`src/rtl/frame_stack.sv`:
```
// frame_stack: operand stack with hardware call frames.
// PUSH/POP/REPLACE work inside the current frame; ENTER opens a frame over the
// top N entries, and LEAVE copies the top R results down to the frame base and
// restores the caller's frame. The frame base is the underflow limit.
// Encodings: op 0 NONE, 1 PUSH, 2 POP, 3 REPLACE;
// status 0 NONE, 1 EMPTY, 2 OVERFLOW, 3 UNDERFLOW.
module frame_stack #(
  parameter int WIDTH  = 8,
  parameter int DEPTH  = 4,
  parameter int FRAMES = 2
) (
  input  logic              clk_i,
  input  logic              rst_ni,
  input  logic [1:0]        op_i,
  input  logic [WIDTH-1:0]  data_i,
  input  logic [1:0]        frame_op_i,
  input  logic [DEPTH:0]    frame_args_i,
  input  logic [DEPTH:0]    frame_results_i,
  output logic [WIDTH-1:0]  tos_o,
  output logic [1:0]        status_o,
  output logic              frame_err_o,
  output logic              busy_o,
  output logic [FRAMES:0]   frame_depth_o
);

  localparam logic [1:0] OP_PUSH    = 2'd1;
  localparam logic [1:0] OP_POP     = 2'd2;
  localparam logic [1:0] OP_REPLACE = 2'd3;

  localparam logic [1:0] ST_NONE      = 2'd0;
  localparam logic [1:0] ST_EMPTY     = 2'd1;
  localparam logic [1:0] ST_OVERFLOW  = 2'd2;
  localparam logic [1:0] ST_UNDERFLOW = 2'd3;

  localparam logic [1:0] FOP_ENTER = 2'd1;
  localparam logic [1:0] FOP_LEAVE = 2'd2;

  localparam int ENTRIES = 2 ** DEPTH;
  localparam int NFRAMES = 2 ** FRAMES;
  localparam logic [DEPTH:0]  CAP   = (DEPTH + 1)'(ENTRIES);
  localparam logic [FRAMES:0] FCAP  = (FRAMES + 1)'(NFRAMES);
  localparam logic [DEPTH:0]  ONE_D = (DEPTH + 1)'(1);
  localparam logic [DEPTH:0]  TWO_D = (DEPTH + 1)'(2);
  localparam logic [FRAMES:0] ONE_F = (FRAMES + 1)'(1);

  typedef enum logic {S_IDLE, S_COPY} state_e;

  state_e            state_q, state_d;
  logic [DEPTH:0]    idx_q, idx_d;
  logic [DEPTH:0]    base_q, base_d;
  logic [FRAMES:0]   fsp_q, fsp_d;
  logic [DEPTH:0]    r_q, r_d;
  logic [DEPTH:0]    cnt_q, cnt_d;
  logic [WIDTH-1:0]  tos_q, tos_d;
  logic [1:0]        status_q, status_d;
  logic              ferr_q, ferr_d;

  // Operand storage and saved caller frame bases; neither is cleared on reset.
  logic [WIDTH-1:0]  mem_q [0:ENTRIES-1];
  logic [DEPTH:0]    fbs_q [0:NFRAMES-1];

  logic              mem_we;
  logic [DEPTH-1:0]  mem_waddr;
  logic [WIDTH-1:0]  mem_wdata;
  logic              fbs_we;
  logic [FRAMES-1:0] fbs_waddr;
  logic [DEPTH:0]    fbs_wdata;

  // Derived indices shared by the next-state logic.
  logic [DEPTH:0]    idx_m1, idx_m2, base_m1, used, copy_dst, copy_src, r_m1, commit_idx;
  logic [FRAMES:0]   fsp_m1;
  logic [DEPTH:0]    popped;
  logic              unused_bits;

  assign idx_m1     = idx_q - ONE_D;
  assign idx_m2     = idx_q - TWO_D;
  assign base_m1    = base_q - ONE_D;
  assign used       = idx_q - base_q;
  assign copy_dst   = base_q + cnt_q;
  assign copy_src   = idx_q - r_q + cnt_q;
  assign r_m1       = r_q - ONE_D;
  assign commit_idx = base_q + r_q;
  assign fsp_m1     = fsp_q - ONE_F;
  assign popped     = fbs_q[fsp_m1[FRAMES-1:0]];

  // Top bits of the memory/frame addresses are never needed for indexing.
  assign unused_bits = ^{idx_m1[DEPTH], idx_m2[DEPTH], base_m1[DEPTH],
                         copy_dst[DEPTH], copy_src[DEPTH], fsp_m1[FRAMES]};

  // Next-state logic: frame ops take priority over stack ops; COPY ignores inputs.
  always_comb begin
    state_d   = state_q;
    idx_d     = idx_q;
    base_d    = base_q;
    fsp_d     = fsp_q;
    r_d       = r_q;
    cnt_d     = cnt_q;
    tos_d     = tos_q;
    status_d  = status_q;
    ferr_d    = ferr_q;
    mem_we    = 1'b0;
    mem_waddr = '0;
    mem_wdata = '0;
    fbs_we    = 1'b0;
    fbs_waddr = '0;
    fbs_wdata = '0;

    case (state_q)
      S_IDLE: begin
        if (frame_op_i == FOP_ENTER) begin
          if (fsp_q == FCAP || frame_args_i > used) begin
            ferr_d = 1'b1;
          end else begin
            ferr_d    = 1'b0;
            fbs_we    = 1'b1;
            fbs_waddr = fsp_q[FRAMES-1:0];
            fbs_wdata = base_q;
            base_d    = idx_q - frame_args_i;
            fsp_d     = fsp_q + ONE_F;
            status_d  = (frame_args_i == '0) ? ST_EMPTY : ST_NONE;
          end
        end else if (frame_op_i == FOP_LEAVE) begin
          if (fsp_q == '0 || frame_results_i > used) begin
            ferr_d = 1'b1;
          end else begin
            ferr_d = 1'b0;
            if (frame_results_i == '0) begin
              // Nothing to return: drop the frame in a single cycle.
              idx_d    = base_q;
              base_d   = popped;
              fsp_d    = fsp_m1;
              status_d = (base_q == popped) ? ST_EMPTY : ST_NONE;
              if (base_q != '0) begin
                tos_d = mem_q[base_m1[DEPTH-1:0]];
              end
            end else begin
              r_d     = frame_results_i;
              cnt_d   = '0;
              state_d = S_COPY;
            end
          end
        end else begin
          case (op_i)
            OP_PUSH: begin
              if (idx_q == CAP) begin
                status_d = ST_OVERFLOW;
              end else begin
                mem_we    = 1'b1;
                mem_waddr = idx_q[DEPTH-1:0];
                mem_wdata = data_i;
                idx_d     = idx_q + ONE_D;
                tos_d     = data_i;
                status_d  = ST_NONE;
              end
            end
            OP_POP: begin
              if (idx_q == base_q) begin
                status_d = ST_UNDERFLOW;
              end else begin
                idx_d    = idx_m1;
                status_d = (idx_m1 == base_q) ? ST_EMPTY : ST_NONE;
                if (idx_m1 != '0) begin
                  tos_d = mem_q[idx_m2[DEPTH-1:0]];
                end
              end
            end
            OP_REPLACE: begin
              if (idx_q == base_q) begin
                status_d = ST_UNDERFLOW;
              end else begin
                mem_we    = 1'b1;
                mem_waddr = idx_m1[DEPTH-1:0];
                mem_wdata = data_i;
                tos_d     = data_i;
                status_d  = ST_NONE;
              end
            end
            default: begin
              status_d = (idx_q == base_q) ? ST_EMPTY : ST_NONE;
            end
          endcase
        end
      end

      S_COPY: begin
        // Ascending copy is safe because the destination never lies above the source.
        mem_we    = 1'b1;
        mem_waddr = copy_dst[DEPTH-1:0];
        mem_wdata = mem_q[copy_src[DEPTH-1:0]];
        if (cnt_q == r_m1) begin
          // Last result moved: commit the caller's frame. The new top is the
          // last source entry, which the copy has not overwritten.
          idx_d    = commit_idx;
          base_d   = popped;
          fsp_d    = fsp_m1;
          tos_d    = mem_q[idx_m1[DEPTH-1:0]];
          status_d = (commit_idx == popped) ? ST_EMPTY : ST_NONE;
          state_d  = S_IDLE;
        end else begin
          cnt_d = cnt_q + ONE_D;
        end
      end

      default: state_d = S_IDLE;
    endcase
  end

  // Control and output registers with asynchronous active-low reset.
  always_ff @(posedge clk_i or negedge rst_ni) begin
    if (!rst_ni) begin
      state_q  <= S_IDLE;
      idx_q    <= '0;
      base_q   <= '0;
      fsp_q    <= '0;
      r_q      <= '0;
      cnt_q    <= '0;
      tos_q    <= '0;
      status_q <= ST_EMPTY;
      ferr_q   <= 1'b0;
    end else begin
      state_q  <= state_d;
      idx_q    <= idx_d;
      base_q   <= base_d;
      fsp_q    <= fsp_d;
      r_q      <= r_d;
      cnt_q    <= cnt_d;
      tos_q    <= tos_d;
      status_q <= status_d;
      ferr_q   <= ferr_d;
    end
  end

  // Operand memory write port.
  always_ff @(posedge clk_i) begin
    if (mem_we) begin
      mem_q[mem_waddr] <= mem_wdata;
    end
  end

  // Frame-base stack write port.
  always_ff @(posedge clk_i) begin
    if (fbs_we) begin
      fbs_q[fbs_waddr] <= fbs_wdata;
    end
  end

  assign tos_o         = tos_q;
  assign status_o      = status_q;
  assign frame_err_o   = ferr_q;
  assign busy_o        = (state_q == S_COPY);
  assign frame_depth_o = fsp_q;

endmodule

```
`config.mk`:
```
export PLATFORM = sky130hd
export DESIGN_NAME = frame_stack
export DESIGN_NICKNAME = d
export VERILOG_FILES = /design/src/rtl/frame_stack.sv
export SDC_FILE = /design/constraint.sdc
export NUM_CORES = 1
export LEC_CHECK = 0
export BUFFER_PORTS_ARGS = -buffer_cell sky130_fd_sc_hd__buf_2
export CAP_MARGIN = 0
export CORE_UTILIZATION = 46
export CTS_CLUSTER_DIAMETER = 150
export DETAILED_ROUTE_END_ITERATION = 6
export HOLD_SLACK_MARGIN = 0.12
export SYNTH_ARGS = -nofsm -noshare
export SYNTH_HDL_FRONTEND = slang
export SYNTH_SLANG_ARGS = --single-unit
export TNS_END_PERCENT = 5
```
`constraint.sdc`:
```
create_clock -name clk_i -period 6.4 [get_ports clk_i]
set_input_delay 0.32 -clock clk_i [delete_from_list [all_inputs] [get_ports clk_i]]
set_output_delay 0.32 -clock clk_i [all_outputs]
set_load 0.005 [all_outputs]
```
==> impl_metrics.tcl <==
set metrics [dict create \
    synth-seq-cells 183 \
    maxCapViolCount 0 \
    syn_to_final_growth_pct 8.960 \
    die_x_um 168.0 \
    hold_start "frame_results_i[0]" \
    slowest_stage "fa_1" \
    hold_violations 0 \
    fin_ws_ns 1.976 \
    grt.overflow.total 0 \
    syn_inst 857 \
    crit_family "adder cells" \
    setup_viol 0 \
    grt_max_degree 41 \
    dr_total_vias 8277 \
    async_reset_ff_share_pct 19.13 \
    detail_route.wl_per_cell_um 28.23 \
    cts_buffers 17 \
    grt_pass1_wl_mm 52.74 \
    seq_area_frac_synth_pct 41.97 \
    start_kind "flop" \
    final_layout_size_suffix_gt1_share_pct 26.33 \
    cp.arrival_ns 4.54 \
    route.detailed.drc 0 \
    critical_path.cell_chain "inv_1 -> fa_1 -> fa_1 -> buf_4 -> mux4_2 -> nor2b_1 -> a211oi_1 -> a21oi_1 -> a22o_1" \
    dr.pass1.iters 5 \
    layout_worst_path_cycle_share_pct 69.12 \
    critPathRequiredTime_ns 6.52 \
    portBuffers 38 \
    drtIter0Drc 815 \
    crit_path_end_kind "flop" \
    r2r-end "mem_q[8][0]" \
    max_freq_ghz 0.2261 \
    synth_warnings 0 \
    initial_core_util_pct 46.92 \
    postRouteAntennaNets 0 \
    final_cell_mix "edfxtp_1, mux4_2, mux4_1" \
    nets 964 \
    whs_ns 0.1430 \
    grt_pass1_vias 8171 \
    finalMaxSlewViolations 0 \
    layout_min_cycle_time_ns 4.424 \
    ff2ff_setup_slack_ns 1.98 \
    clkLatencyLatePin_ns 0.44 \
    r2r_start "idx_q[1]" \
    ys.flop_type "edfxtp_1" \
    r2r_cells 9 \
    rsz0062_at_grt "false" \
    final_common_cell "edfxtp_1" \
    tightestPinTransition_ns 1.279 \
    path_max_fanout 17 \
    syn-num-nets 934 \
    synth-edff-count 148 \
    slew_headroom_pct 14.54 \
    io_pins 39 \
    cts_resized 0 \
    critPathKind "reg2reg" \
    avgSynthCellArea_um2 14.80 \
    hpwl_mm 23.23 \
    place_congestion 0.8338 \
    final_util_pct 51.12 \
    pre_cts_ws_ns 1.974 \
    die_h_um 168.0 \
    crit_top_cell "fa_1" \
    setup_tns_ns 0 \
    cts.sinks 183 \
    cts.root.buffer_cell "clkbuf_16" \
    grt_antenna_before_repair 0 \
    cts.path.max_buffers 2 \
    postCtsSetupBuffers 0 \
    skew_ns 0.01623 \
    critPathMaxStageDelay_ns 1.16 \
    status "completed" \
    min_path_cells 3 \
    core-area_mm2 0.02703 \
    vias_per_cell 6.670 \
    drt_wl_total_mm 35.04 \
    rows 60 \
    yosys.cell_types.count 70 \
    antenna_cells 0 \
    path_clk_slew_ns 0.08 \
    holdPathEnd "r_q[0]" \
    cts_tree "yes" \
    htreeDepth 4 \
    netlist_area_mm2 0.01268 \
    critPathBufInv 2 \
    track_usage_pct 25.96 \
    hold_class "in2reg" \
    dieArea_mm2 0.02823 \
]
==> worst max path at each step <==
stage / start / to / slack, ns / cells after the start
after floorplan: idx_q[1] / mem_q[0][7] / 2.16 / 11
after global placement: idx_q[1] / mem_q[2][0] / 2.00 / 9
after detailed placement: idx_q[1] / mem_q[2][2] / 1.97 / 9
after CTS: idx_q[1] / mem_q[8][0] / 1.96 / 9
after global routing: idx_q[1] / mem_q[7][0] / 1.74 / 9
final: idx_q[1] / mem_q[8][0] / 1.98 / 9
==> cells by family after synthesis <==
logic type,share of synthesized area (%)
multiplexers,32.02
flip-flops,41.97
AND/OR/NAND/NOR,5.960
AO/OA/AOI/OAI,6.789
buffers and inverters,4.105
adder cells (fa/ha/maj),5.644
XOR/XNOR,3.513
==> cell type report <==
class | instances | area (um2)
Fill cell | 2287 | 13210
Multi-Input combinational cell | 575 | 6863
Sequential cell | 183 | 5326
Clock buffer | 18 | 429.2
Tap cell | 341 | 426.7
Timing Repair Buffer | 67 | 410.4
Clock inverter | 14 | 198.9
Inverter | 43 | 161.4
==> worst reg2reg max path, cell delays in order, from the launching register on <==
cell and delay (ns):
dfrtp_1 0.37, inv_1 0.41, fa_1 0.54, fa_1 1.16, buf_4 0.45, mux4_2 0.34, nor2b_1 0.14, a211oi_1 0.23
a21oi_1 0.07, a22o_1 0.40
==> Yosys cell counts (all sizes together), types with 10 or more instances <==
cell type  instances  area share, %
mux2              15            1.3
ha                46            4.5
a21oi             32            1.3
clkbuf            20           0.62
o21ai             22           0.90
nor3              11           0.52
edfxtp           148             35
mux2i             24            1.9
xnor2             32            2.2
a31oi             11           0.64
mux4             154             29
nor2b             16           0.79
inv               40            1.2
xor2              18            1.3
a211oi            15           0.99
dfrtp             34            6.7
nand2             41            1.2
nor2              40            1.2
nand2b            10           0.49
buf               33            2.0
==> sequential cells by signal (all words and copies together) (netlist names) <==
| signal | count |
|---|---|
| idx_q | 5 |
| status_o | 2 |
| fbs_q | 20 |
| cnt_q | 5 |
| busy_o | 1 |
| base_q | 5 |
| frame_depth_o | 3 |
| tos_o | 8 |
| mem_q | 128 |
| frame_err_o | 1 |
| r_q | 5 |
==> layer usage <==
metal | global-route usage [%] | routed length [um] | share of wire [%]
met2 | 42.36 | 17210 | 49
met4 | 9.055 | 1034 | 3.0
met5 | 0 | 0 | 0
met1 | 34.87 | 14150 | 40
met3 | 5.101 | 2638 | 7.5
==> timing repair <==
item | in CTS | in global routing
hold buffers | 1 | 0
hold endpoints to repair | 34 | 0
endpoints found under the setup margin | 0 | 0
==> through the flow <==
stage          cell area (um2)  cells
2_1_floorplan            12680    857
3_3_place_gp             13180   1208
3_5_place_dp             13180   1208
4_1_cts                  13820   1241
5_1_grt                  13820   1241
6_report                 13820   1241
Power is left out: the tool's default activity adds up to more than one toggle a clock period on the data nets, which glitch-free logic cannot reach.
